File: src/rtl/fifo_pkg.sv
// Shared FIFO constants and helpers: threshold defaults and pointer width.
package fifo_pkg;

    // Almost-empty fires at or below this many words by default.
    localparam int unsigned AEMPTY_TH_DEFAULT = 2;
    // Almost-full fires this many words short of full by default.
    localparam int unsigned AFULL_MARGIN = 2;

    // Pointers carry one extra bit so full and empty are distinguishable.
    function automatic int unsigned ptr_width(input int unsigned addrsize);
        return addrsize + 1;
    endfunction

    function automatic int unsigned afull_default(input int unsigned addrsize);
        return (32'd1 << addrsize) - AFULL_MARGIN;
    endfunction

endpackage

File: src/rtl/fifo_ram.sv
// Dual-port storage: synchronous write port, registered read port with enable.
module fifo_ram #(
    parameter int unsigned DATASIZE = 8,
    parameter int unsigned ADDRSIZE = 4
) (
    input  logic                clk,
    input  logic                rst,
    input  logic                we,
    input  logic [ADDRSIZE-1:0] waddr,
    input  logic [DATASIZE-1:0] wdata,
    input  logic                re,
    input  logic [ADDRSIZE-1:0] raddr,
    output logic [DATASIZE-1:0] rdata
);

    localparam int unsigned DEPTH = 1 << ADDRSIZE;

    logic [DATASIZE-1:0] mem [DEPTH];

    // Write port; contents deliberately survive reset.
    always_ff @(posedge clk) begin
        if (we) begin
            mem[waddr] <= wdata;
        end
    end

    // Read register: loads only on an accepted read, otherwise holds.
    always_ff @(posedge clk or posedge rst) begin
        if (rst) begin
            rdata <= '0;
        end else if (re) begin
            rdata <= mem[raddr];
        end
    end

endmodule

File: src/rtl/sync_fifo.sv
// Single-clock FIFO: pointers, occupancy, registered status flags and sticky errors.
module sync_fifo
    import fifo_pkg::*;
#(
    parameter int unsigned DATASIZE  = 8,
    parameter int unsigned ADDRSIZE  = 4,
    parameter int unsigned AFULL_TH  = afull_default(ADDRSIZE),
    parameter int unsigned AEMPTY_TH = AEMPTY_TH_DEFAULT
) (
    input  logic                wclk,
    input  logic                wrst,
    input  logic                winc,
    input  logic [DATASIZE-1:0] wdata,
    input  logic                rinc,
    output logic [DATASIZE-1:0] rdata,
    output logic                rvalid,
    output logic                wfull,
    output logic                rempty,
    output logic                walmost_full,
    output logic                ralmost_empty,
    output logic [ADDRSIZE:0]   count,
    output logic                overflow,
    output logic                underflow
);

    localparam int unsigned PW    = ptr_width(ADDRSIZE);
    localparam int unsigned DEPTH = 1 << ADDRSIZE;

    localparam logic [PW-1:0] DEPTH_C  = PW'(DEPTH);
    localparam logic [PW-1:0] AFULL_C  = PW'(AFULL_TH);
    localparam logic [PW-1:0] AEMPTY_C = PW'(AEMPTY_TH);

    logic [PW-1:0] wptr_q, wptr_d;
    logic [PW-1:0] rptr_q, rptr_d;
    logic [PW-1:0] count_d;
    logic          wr_en, rd_en;

    // Accept/reject decisions use the registered flags, so a full FIFO rejects a
    // write even when a read frees a slot on the same edge (and vice versa).
    always_comb begin
        wr_en   = winc & ~wfull;
        rd_en   = rinc & ~rempty;
        wptr_d  = wptr_q;
        rptr_d  = rptr_q;
        if (wr_en) begin
            wptr_d = wptr_q + PW'(1);
        end
        if (rd_en) begin
            rptr_d = rptr_q + PW'(1);
        end
        count_d = wptr_d - rptr_d;
    end

    // Pointer, occupancy, flag and error registers; flags come from next-state count.
    always_ff @(posedge wclk or posedge wrst) begin
        if (wrst) begin
            wptr_q        <= '0;
            rptr_q        <= '0;
            count         <= '0;
            rvalid        <= 1'b0;
            wfull         <= 1'b0;
            rempty        <= 1'b1;
            walmost_full  <= 1'b0;
            ralmost_empty <= 1'b1;
            overflow      <= 1'b0;
            underflow     <= 1'b0;
        end else begin
            wptr_q        <= wptr_d;
            rptr_q        <= rptr_d;
            count         <= count_d;
            rvalid        <= rd_en;
            wfull         <= (count_d == DEPTH_C);
            rempty        <= (count_d == '0);
            walmost_full  <= (count_d >= AFULL_C);
            ralmost_empty <= (count_d <= AEMPTY_C);
            overflow      <= overflow | (winc & wfull);
            underflow     <= underflow | (rinc & rempty);
        end
    end

    fifo_ram #(
        .DATASIZE(DATASIZE),
        .ADDRSIZE(ADDRSIZE)
    ) u_ram (
        .clk  (wclk),
        .rst  (wrst),
        .we   (wr_en),
        .waddr(wptr_q[ADDRSIZE-1:0]),
        .wdata(wdata),
        .re   (rd_en),
        .raddr(rptr_q[ADDRSIZE-1:0]),
        .rdata(rdata)
    );

endmodule

File: config.mk
export PLATFORM = sky130hd
export DESIGN_NAME = sync_fifo
export DESIGN_NICKNAME = d
export VERILOG_FILES = /design/src/rtl/fifo_pkg.sv /design/src/rtl/fifo_ram.sv /design/src/rtl/sync_fifo.sv
export SDC_FILE = /design/constraint.sdc
export NUM_CORES = 1
export LEC_CHECK = 0
export CORE_ASPECT_RATIO = 0.5
export CORE_MARGIN = 2
export CORE_UTILIZATION = 32
export DETAILED_ROUTE_END_ITERATION = 8
export PLACE_DENSITY = 0.58
export SETUP_SLACK_MARGIN = 0.4
export SYNTH_ARGS = -nofsm -noshare
export SYNTH_HDL_FRONTEND = slang
export SYNTH_SLANG_ARGS = --single-unit
File: constraint.sdc
create_clock -name wclk -period 5.05 [get_ports wclk]
set_clock_uncertainty 0.05 [all_clocks]
set_input_delay 1.01 -clock wclk [delete_from_list [all_inputs] [get_ports wclk]]
set_output_delay 1.01 -clock wclk [all_outputs]
set_load 0.05 [all_outputs]
# After elaboration in Yosys (flattened, before gate mapping)
# Memories as Yosys holds them, arrays and structs flattened. A register that Yosys moved wholly into a read port is not among the register bits.
# Index checks and enable logic that the tools add are counted.
[totals] n_memories=1 regBits=22 elab_cells=30 mem_bits_rw=128
[mem_list] name="u_ram.mem" words=16 word_bits=8 read_ports=1 rd_ports_with_merged_regs=1 wr=1 line="fifo_ram.sv:18" text="logic [DATASIZE-1:0] mem [DEPTH];"
[op_classes] mux=4 addsub=3 eq_ne=1 n_lt_le_gt_ge=2 reduce_logical=1 bitwise_logic=8
[op_table] operator="$add 5x1->5 const B" n=2
[op_table] operator="$mux 5" n=2
[op_table] operator="$eq 5x5->1 const B" n=1
[op_table] operator="$ge 5x4->1 const B" n=1
[op_table] operator="$le 5x2->1 const B" n=1
[op_table] operator="$logic_not 5->1" n=1
[op_table] operator="$sub 5x5->5" n=1
[op_table] operator="$and 1x1->1" n=4
[op_table] operator="$mux 1" n=2
[op_table] operator="$not 1->1" n=2
[op_table] operator="$or 1x1->1" n=2

# Longest topological paths before layout
[logic_depth] ltp_word=5 mapped_depth=11

# Cells and area by module
# From an unflattened synthesis, not the netlist that was laid out.
[hier_totals] cells_unflattened=325 hier_area_um2=6421.2
[by_module_without_submodules] mod="fifo_ram" seq_area_each_um2=4043.9 cells_per_inst=241 n_inst=1 area_each_um2=5335.1
[by_module_without_submodules] mod="sync_fifo" seq_area_each_um2=553.0 cells_per_inst=84 n_inst=1 area_each_um2=1086.0

# Worst setup path after synthesis
# OpenSTA, ideal clock, no wires.
[synth_path] kind="input to register" start="input port rinc" end="register ralmost_empty" setup_slack_ns=1.685 t_required_ns=4.895 n_path_buf=1 stages=10 setup_ns=0.105 t_arrival_ns=3.210 cell_sequence="nand2b_2 clkbuf_1 mux2i_1 xor2_1 ha_1 nor2_1 maj3_1 a21boi_2 xnor3_2 a2111oi_2"
[synth_via] elab_chain_cells=4
[synth_rtl] item="start: declaration" line="sync_fifo.sv:14" text="input logic rinc,"
[synth_rtl] item="$and 1x1->1" line="sync_fifo.sv:42" text="rd_en = rinc & ~rempty;"
[synth_rtl] item="$mux 5" line="sync_fifo.sv:48" text="if (rd_en) begin"
[synth_rtl] item="$sub 5x5->5" line="sync_fifo.sv:51" text="count_d = wptr_d - rptr_d;"
[synth_rtl] item="named net count_d[4]" line="sync_fifo.sv:35" text="logic [PW-1:0] count_d;"
[synth_rtl] item="$le 5x2->1" line="sync_fifo.sv:75" text="ralmost_empty <= (count_d <= AEMPTY_C);"
[synth_rtl] item="end signal: assignment" line="sync_fifo.sv:75"
[synth_rtl] item="end: declaration" line="sync_fifo.sv:20" text="output logic ralmost_empty,"
# The timed path passes the listed nets, and every way through them passes these cells.

# Worst setup path after layout
[layout_path] start="input port winc" end="register ralmost_empty"
[layout_via] elab_chain_cells=4
[layout_rtl] item="start: declaration" line="sync_fifo.sv:12" text="input logic winc,"
[layout_rtl] item="$and 1x1->1" line="sync_fifo.sv:41" text="wr_en = winc & ~wfull;"
[layout_rtl] item="$mux 5" line="sync_fifo.sv:45" text="if (wr_en) begin"
[layout_rtl] item="named net wptr_d[0]" line="sync_fifo.sv:33" text="logic [PW-1:0] wptr_q, wptr_d;"
[layout_rtl] item="$sub 5x5->5" line="sync_fifo.sv:51"
[layout_rtl] item="named net count_d[4]" line="sync_fifo.sv:35"
[layout_rtl] item="$le 5x2->1" line="sync_fifo.sv:75"
# The timed path passes the listed nets, and every way through them passes these cells.

==> flow_summary.json <==
{
  "grt_setup_unrepaired": "no",
  "synth_fp_nets": 348,
  "dr.pass1.iters": 4,
  "synth-compound-area-share_pct": 1.70,
  "worst_r2r_endpoint": "ralmost_empty",
  "clock_insertion_delay_worst_skew_ns": 0.42,
  "worst-path-max-fanout": 6,
  "grt_pass1_vias": 3044,
  "num_antenna_cells": 0,
  "post_cts.resized_instances": 0,
  "cp.arrival_ns": 3.86,
  "reg2reg_setup_slack_ns": 2.07,
  "worst_slew_margin_rel_pct": 30.6,
  "hold_end": "underflow",
  "clk_root_buffer_cell": "sky130_fd_sc_hd__clkbuf_16",
  "yosysWarningCount": 0,
  "detail_route.drc_violations": 0,
  "sequential_group_share_of_total_power_pct": 36.9,
  "p_total_w": 0.00485,
  "timing_worst_setup_path_type": "in2reg",
  "die_area_um2": 21000,
  "grt_start_max_net_pins": 35,
  "clkTransAtPathRegs_ns": 0.06,
  "area_share_of_and_or_nand_nor_cells_after_synthesis_pct": 5.26,
  "synthXorXnorAreaFrac_pct": 2.26,
  "worstHoldPathCells": 1,
  "max_freq_ghz": 0.278,
  "power.internal_w": 0.00317,
  "tritoncts": "built",
  "post_synth.cell_area_avg_um2": 19.3,
  "postSynthRegisterBits": 158,
  "n_fill_cell": 1746,
  "postSynth.asyncResetShare_pct": 19.0,
  "start_util_pct": 32.6,
  "port_buffers": 31,
  "power.share.switching_pct": 34.7,
  "floorplan.die.width_um": 203,
  "power.combinational.fraction_pct": 37.4,
  "total_nets_final": 390,
  "worstSetupEndpointType": "flip-flop",
  "cts_hold_buf": 0,
  "max-cap-violations": 0,
  "power.switching_w": 0.00168,
  "wl_um": 12600,
  "synth-edff-count": 128,
  "report.final.hold_viol_count": 0,
  "tns_ns": 0,
  "top_level_ports": 32,
  "place.detailed.hpwl_um": 7820,
  "hold_path_class": "reg2reg",
  "yosys-mux-area-fraction_pct": 14.4,
  "detailed_place.area_um2": 6960,
  "pwr-share-clk_pct": 25.6,
  "power-per-cell-area_nw_per_um2": 643,
  "number_of_antenna_violations_at_the_first_check_in_global_routing": 0,
  "synth-seq-area-share_pct": 72.7,
  "die-height_um": 103,
  "ys_dominant_reg_cell": "sky130_fd_sc_hd__edfxtp_1",
  "post_route_cells_drive_above_1_share_pct": 23.8,
  "placementRows": 36,
  "numCtsBuffers": 17,
  "floorplan.core_area_um2": 19400,
  "worst_slew_pin_slew_ns": 1.04,
  "setup_violations": 0,
  "htreeDepth": 4,
  "critical_path_startpoint": "winc",
  "timing.final.crit_share_pct": 71.1,
  "grt_first_pass_wirelength_um": 19000,
  "p_leak_nw": 2.56,
  "outcome": "complete, no violations",
  "maxSlewViolCount": 0,
  "max-vdd-ir-drop_uv": 243,
  "finish.utilization_pct": 38.8,
  "drt-initial-drc-count": 235,
  "viasPerCell": 4.75,
  "gr-total-overflow": 0,
  "finalWeightedCongestion": 0.742,
  "min_from": "underflow",
  "yosysUniqueCellTypes": 44,
  "clkSinkCount": 158,
  "synth_top_family_by_area": "multiplexers",
  "grtUsageTotal_pct": 12.9,
  "worst_reg_to_reg_path_cell_count": 9,
  "postRouteAntennaNets": 0,
  "critPathRequiredTime_ns": 5.31,
  "timing.critical_path.from_type": "input pin",
  "fin_crit_ns": 3.59,
  "vias": 3081,
  "syn_inst": 328,
  "yosys.area_share.adder_pct": 1.90,
  "final_cell_area_um2": 7540,
  "wire_per_inst_um": 19.5,
  "cts-root-to-sink-buffers": 2,
  "critical_path.reg2reg.startpoint": "rempty",
  "area_growth_synth_to_finish_pct": 19.2,
  "syn_area_um2": 6320,
  "post_cts.repair.setup_buffers": 0
}
worst max-delay path, cell delays in order:
cell                              delay, ns
sky130_fd_sc_hd__clkdlybuf4s50_1       0.57
sky130_fd_sc_hd__nor2b_1               0.38
sky130_fd_sc_hd__xnor2_1               0.19
sky130_fd_sc_hd__inv_1                 0.06
sky130_fd_sc_hd__ha_1                  0.19
sky130_fd_sc_hd__inv_1                 0.07
sky130_fd_sc_hd__ha_1                  0.14
sky130_fd_sc_hd__nor2_1                0.07
sky130_fd_sc_hd__maj3_1                0.37
sky130_fd_sc_hd__a21boi_2              0.15
sky130_fd_sc_hd__xnor3_2               0.31
sky130_fd_sc_hd__a2111oi_2             0.34
kinds of logic (layout without fill, tap and decap cells):
group,count (synthesis),in the layout
adders and majority gates,10,10
muxes,41,41
DFF,158,158
AOI/OAI and AO/OA,14,14
and+or+nand+nor,69,69
xor gates and xnor gates,12,12
buffers and inverters,24,79
how the worst max path moves through the flow:
stage	endpoint	slack, ns
3_3_place_gp	ralmost_empty	1.08
5_1_grt	ralmost_empty	1.21
6_report	ralmost_empty	1.46
3_5_place_dp	ralmost_empty	1.03
2_1_floorplan	ralmost_empty	1.69
4_1_cts	ralmost_empty	1.47
Yosys cell counts (2+ instances only):
cell                       count  area [um^2]
sky130_fd_sc_hd__nand3b_1      2         15.0
sky130_fd_sc_hd__inv_1        10         37.5
sky130_fd_sc_hd__nor3_1        7         35.0
sky130_fd_sc_hd__nand2_1      32          120
sky130_fd_sc_hd__nand3_1       2         10.0
sky130_fd_sc_hd__buf_2         5         25.0
sky130_fd_sc_hd__dfstp_2       2         52.6
sky130_fd_sc_hd__clkbuf_1      5         18.8
sky130_fd_sc_hd__nor2_1       12         45.0
sky130_fd_sc_hd__o21ai_0       3         15.0
sky130_fd_sc_hd__xor2_1        4         35.0
sky130_fd_sc_hd__edfxtp_1    128         3840
sky130_fd_sc_hd__nand2b_1      5         31.3
sky130_fd_sc_hd__maj3_1        2         20.0
sky130_fd_sc_hd__mux4_2       40          901
sky130_fd_sc_hd__a21oi_1       2         10.0
sky130_fd_sc_hd__ha_1          8          100
sky130_fd_sc_hd__dfrtp_1      28          701
sky130_fd_sc_hd__xnor2_1       5         43.8
sky130_fd_sc_hd__nand4_1       2         12.5
cell type report:
class | count | area (um^2) | share of cell area [%]
timing repair buffer | 36 | 348 | 4.62
multi-input combinational | 146 | 1640 | 21.8
tap | 266 | 333 | 4.42
inverter | 11 | 41.3 | 0.548
sequential | 158 | 4600 | 61.0
clock inverter | 13 | 139 | 1.84
clock buffer | 19 | 433 | 5.74
layer usage:
metal  track usage (%)  part of all wire, %
met3              3.23                  5.4
met1              17.9                   47
met5                 0                    0
met4              4.21                  1.1
met2              20.1                   46
flip-flops by register name, summed over array words and instances (netlist names):
| name | cells |
|---|---|
| rptr_q | 5 |
| rvalid | 1 |
| walmost_full | 1 |
| u_ram.rdata | 8 |
| overflow | 1 |
| rempty | 1 |
| wptr_q | 5 |
| ralmost_empty | 1 |
| u_ram.mem | 128 |
| count | 5 |
| wfull | 1 |
| underflow | 1 |
stage by stage:
step | hold WS [ns] | instances | setup slack [ns]
2_1_floorplan | 0.394 | 328 | 1.69
6_report | 0.406 | 649 | 1.46
5_1_grt | 0.420 | 649 | 1.21
3_5_place_dp | 0.394 | 617 | 1.03
3_3_place_gp | 0.391 | 617 | 1.08
4_1_cts | 0.408 | 649 | 1.47
cell usage in the layout (no fill, tap or decap), drive strengths merged, types with 2 or more instances in the layout:
master and n:
edfxtp 128, mux4 40, nand2 32, clkdlybuf4s50 31
dfrtp 28, clkbuf 19, inv 15, nor2 12
ha 8, nor3 7, nand2b 7, clkinv 6
xnor2 5, buf 5, xor2 5, o21ai 3
nand3b 2, nand3 2, a21oi 2, maj3 2
nand4 2, bufinv 2, dfstp 2, a21o 2
power groups by stage:
stage               sequential [W]  combinational [W]  clock [W]
floorplan                  0.00197            0.00117          0
global route               0.00181            0.00196    0.00132
detailed placement         0.00182            0.00183          0
global placement           0.00181            0.00183          0
CTS                        0.00179            0.00184    0.00126
finish                     0.00179            0.00181    0.00124
Note: power is estimated with default switching activity, not from simulation.
==> patch 1 (same settings) <==
Register the output `count` once more, without a reset; this adds one clock of latency there. The other outputs are not delayed to match.
--- a/src/rtl/sync_fifo.sv
+++ b/src/rtl/sync_fifo.sv
@@ -30,6 +30,8 @@
     localparam logic [PW-1:0] AFULL_C  = PW'(AFULL_TH);
     localparam logic [PW-1:0] AEMPTY_C = PW'(AEMPTY_TH);
 
+    logic [ADDRSIZE:0] count_s0;
+
     logic [PW-1:0] wptr_q, wptr_d;
     logic [PW-1:0] rptr_q, rptr_d;
     logic [PW-1:0] count_d;
@@ -56,7 +58,7 @@
         if (wrst) begin
             wptr_q        <= '0;
             rptr_q        <= '0;
-            count         <= '0;
+            count_s0      <= '0;
             rvalid        <= 1'b0;
             wfull         <= 1'b0;
             rempty        <= 1'b1;
@@ -67,7 +69,7 @@
         end else begin
             wptr_q        <= wptr_d;
             rptr_q        <= rptr_d;
-            count         <= count_d;
+            count_s0      <= count_d;
             rvalid        <= rd_en;
             wfull         <= (count_d == DEPTH_C);
             rempty        <= (count_d == '0);
@@ -92,5 +94,9 @@
         .rdata(rdata)
     );
 
+    always_ff @(posedge wclk) begin
+        count <= count_s0;
+    end
+
 endmodule
 
Function: changed (a bounded check fails within 4 cycles, from zero or initial values and one cycle with wrst high).
==> patch 1 against the original RTL <==
Sequential cell count rose by 5; setup slack gained 7.2 ps; area after synthesis rose by 1.6%; register-to-register slack worse by 160 ps; sequential power rose by 3%; die area rose by 1.5%; cell count up 1.2%; wire length is 1.0% higher; power increased by 0.36%; final area up 1.0%; core utilization is 0.12 points higher; hold slack lost 110 ps.
==> patch 1: results (changes against the original RTL) <==
Critical path
  • RR Startpoint: rptr_q[1]$_DFF_PP0_ (was rempty$_DFF_PP1_)
  • CP arrival: 3840 ps (was 3860 ps)
  • FF-to-FF path depth: 10 (was 9)
  • Setup crit end: rempty$_DFF_PP1_ (was ralmost_empty$_DFF_PP1_)
  • Delay-heaviest family, CP: simple AND/OR/NAND/NOR gates (was buffers and inverters)

Power
  • Pwr per Cell Area: 638.8 mW/mm2 (was 643.0 mW/mm2)
  • Lkg Pwr: 2.594 nW (was 2.563 nW)

Routing
  • Post-Route M1 WL: 6087 um (was 5992 um)
  • Wire per inst: 19.42 um (was 19.47 um)
  • Total number of vias: 3109 (was 3081)
  • DR iter-0 viols: 314 (was 235)

Min path
  • Hold Crit Depth: 0 (was 1)
  • Min-delay src: count_s0[3]$_DFF_PP0_ (was underflow$_DFF_PP0_)

Placement
  • GPL Wtd Cong: 0.7726 (was 0.7424)
  • Placed cell areas: 0.007067 mm2 (was 0.006964 mm2)

Synthesis
  • Post-synthesis cell type count: 45 (was 44)
  • Synth Area in Compound Gates: 1.675% (was 1.702%)
  • Xor/xnor share of the synthesized area: 2.221% (was 2.256%)
  • Synthesized Nets: 353 (was 348)
  • Ys async rst share: 18.40% (was 18.99%)

GRT
  • Grt met2 use: 18.81% (was 20.13%)
  • Largest net degree at the start of global routing: 36 (was 35)
  • Met1 Use GR: 18.90% (was 17.94%)
  • First-pass GRT wire length: 19710 um (was 19020 um)
  • Global router's overall resource usage: 12.77% (was 12.89%)

Cells and area
  • Non-clk bufs: 39 (was 36)
  • Fill cells: 1781 (was 1746)
  • Final nets: 398 (was 390)
  • Clock buffers: 21 (was 19)

Status
  • Status: finished, final reports clean (unchanged)

STA
  • Worst-margin pin slew: 1068 ps (was 1037 ps)
## patch 1: changes by cell type in the layout (fill, tap and decap cells not counted), sizes merged
| cell | unedited run | this run |
|---|---|---|
| clkinvlp | 1 | 3 |
| clkinv | 6 | 5 |
| inv | 15 | 13 |
| bufinv | 2 | 1 |
| buf | 5 | 8 |
| clkbuf | 19 | 21 |
| dfxtp | 0 | 5 |
## patch 1: stage by stage
| step | std cells | hold WS [ps] | power [mW] |
|---|---|---|---|
| finish | 657 | 290.8 | 4.863 |
| global route | 657 | 303.7 | 5.120 |
| CTS | 657 | 294.7 | 4.913 |
| detailed placement | 625 | 280.6 | 3.707 |
| global placement | 625 | 275.5 | 3.697 |
| floorplan | 333 | 274.2 | 3.205 |
## patch 1: report_power, final
part | switching (mW) | total [mW] | internal, mW
combinational | 1.03 | 1.83 | 0.800
sequential | 0.138 | 1.84 | 1.70
clock | 0.516 | 1.20 | 0.681
==> patch 2 (same settings) <==
Made on the original files. `DATASIZE` is set to 8 in 2 places; all go to 16.
--- a/src/rtl/fifo_ram.sv
+++ b/src/rtl/fifo_ram.sv
@@ -1,6 +1,6 @@
 // Dual-port storage: synchronous write port, registered read port with enable.
 module fifo_ram #(
-    parameter int unsigned DATASIZE = 8,
+    parameter int unsigned DATASIZE = 16,
     parameter int unsigned ADDRSIZE = 4
 ) (
     input  logic                clk,
--- a/src/rtl/sync_fifo.sv
+++ b/src/rtl/sync_fifo.sv
@@ -2,7 +2,7 @@
 module sync_fifo
     import fifo_pkg::*;
 #(
-    parameter int unsigned DATASIZE  = 8,
+    parameter int unsigned DATASIZE  = 16,
     parameter int unsigned ADDRSIZE  = 4,
     parameter int unsigned AFULL_TH  = afull_default(ADDRSIZE),
     parameter int unsigned AEMPTY_TH = AEMPTY_TH_DEFAULT
Ports: changed (resized rdata and wdata); port bits go from 32 to 48. No check against the original RTL was run, so the function may have changed too.
==> patch 2 against the original RTL <==
Power rose by 64%; register-to-register slack got worse by 320 ps; hold slack better by 1.4 ps; wire length rose by 87%; final area is 78% higher; count of clock-buffer cells in the layout is 14 higher; critical path type unchanged; largest cell class unchanged; area after synthesis rose by 80%; critical path depth down 2; setup slack got worse by 17 ps; sequential cell count increased by 136; via count is 75% higher.
==> patch 2: results (changes against the original RTL) <==
Status
  • Status: finished, final reports clean (unchanged)

Synthesis
  • Most common flop cell mapped by yosys: edfxtp_1 (unchanged)
  • Synthesized Nets: 566 (was 348)
  • Ys async rst share: 12.93% (was 18.99%)
  • Top post-synthesis cells by area: edfxtp_1 (67%), mux4_2 (16%), dfrtp_1 (7.9%), nand2_1 (1.8%), ha_1 (0.88%) (was edfxtp_1 (61%), mux4_2 (14%), dfrtp_1 (11%), nand2_1 (1.9%), ha_1 (1.6%))
  • Seq/Total Area, Yosys: 75.79% (was 72.71%)

Routing
  • Wire per inst: 21.35 um (was 19.47 um)
  • DR pass1 iterations: 5 (was 4)
  • DR iter-0 viols: 490 (was 235)
  • Total number of vias: 5379 (was 3081)

Placement
  • GPL Wtd Cong: 0.7294 (was 0.7424)
  • I/O Buffers: 47 (was 31)
  • DP HPWL: 13970 um (was 7824 um)
  • Placed cell areas: 0.01257 mm2 (was 0.006964 mm2)

GRT
  • Met3 Track Usage GR: 1.725% (was 3.227%)
  • First-pass GRT wire length: 35050 um (was 19020 um)
  • Number of global-route vias before repair: 5484 (was 3044)
  • Grt met2 use: 21.80% (was 20.13%)
  • Largest net degree at the start of global routing: 49 (was 35)

Critical path
  • Delay-heaviest family, CP: simple AND/OR/NAND/NOR gates (was buffers and inverters)
  • Crit path largest cell delay: 480 ps (was 570 ps)
  • Slowest stage cell, crit path: nand2b_2 (was clkdlybuf4s50_1)
  • CP arrival: 3980 ps (was 3860 ps)
  • Worst Path Max Fanout: 21 (was 6)

Cells and area
  • Share of cells above drive strength 1: 26.70% (was 23.76%)
  • Fill cells: 3099 (was 1746)
  • Final nets: 641 (was 390)
  • Top Registers: u_ram.mem (256), u_ram.rdata (16) (was u_ram.mem (128), u_ram.rdata (8))

Clock tree
  • Htree depth: 1 (was 4)
  • Num CTS Buffers: 28 (was 17)
  • Max Root-Sink Buffers: 3 (was 2)
  • Later-pin clock latency in the skew report: 540 ps (was 420 ps)

STA
  • Worst-margin pin slew: 1053 ps (was 1037 ps)

Power
  • Lkg Pwr: 4.420 nW (was 2.563 nW)
patch 2: cell types whose count changed in the layout (fill, tap and decap cells not counted), sizes merged:
cell	delta
clkbuf	+14
nand2	+24
clkdlybuf4s50	+16
clkinv	+8
inv	-5
dfrtp	+8
edfxtp	+128
mux4	+40
clkinvlp	+1
buf	+16
patch 2: layout make-up:
type	count	area [um2]	area share, %
Inverter	11	41.29	0.3074
Clock inverter	17	143.9	1.071
Sequential cell	294	8646	64.36
Clock buffer	33	719.4	5.356
Multi-Input combinational cell	210	2660	19.80
Timing Repair Buffer	68	628.1	4.676
Tap cell	475	594.3	4.424
patch 2: worst paths after layout:
kind                       slack, ps                from  cells after the start                    endpoint
min in group asynchronous        970                wrst                      2  u_ram.rdata[4]$_DFFE_PP0N_
min reg2reg                      410  overflow$_DFF_PP0_                      1          overflow$_DFF_PP0_
max                             1440                rinc                     10     ralmost_empty$_DFF_PP1_
min                              410  overflow$_DFF_PP0_                      1          overflow$_DFF_PP0_
max in group asynchronous       3330                wrst                      2         rptr_q[0]$_DFF_PP0_
max reg2reg                     1750    rempty$_DFF_PP1_                      9     ralmost_empty$_DFF_PP1_
patch 2: power by group:
group	total, mW	leakage [nW]	internal (mW)	switching, mW
logic	2.72	1.24	1.24	1.48
registers	3.23	2.76	3.01	0.225
clock network	1.97	0.417	1.12	0.857
total	7.93	4.42	5.37	2.56
patch 2: per-layer routing:
layer | share of wire (%) | vias to the layer above
met1 | 44 | 2913
met2 | 49 | 125
met5 | 0 | -
met3 | 5.6 | 30
li1 | - | 2311
met4 | 1.5 | 0
patch 2: logic make-up after synthesis:
| logic type | Yosys count | synth area share (%) |
|---|---|---|
| buffers and inverters | 34 | 1.361 |
| adder cells (fa/ha/maj) | 10 | 1.054 |
| AO/OA/AOI/OAI | 14 | 0.9439 |
| XOR/XNOR | 12 | 1.251 |
| AND/OR/NAND/NOR | 93 | 3.709 |
| flip-flops | 294 | 75.79 |
| multiplexers | 81 | 15.89 |
patch 2: metrics by stage:
| step | std cells | setup slack [ps] | utilization [%] | hold slack (ps) |
|---|---|---|---|---|
| floorplan | 538 | 1847 | - | 394.3 |
| global placement | 1058 | 1016 | 36.15 | 394.2 |
| detailed placement | 1058 | 880.9 | 36.15 | 395.6 |
| CTS | 1108 | 1438 | 38.63 | 410.4 |
| global route | 1108 | 1289 | 38.63 | 417.2 |
| finish | 1108 | 1441 | 38.63 | 406.9 |
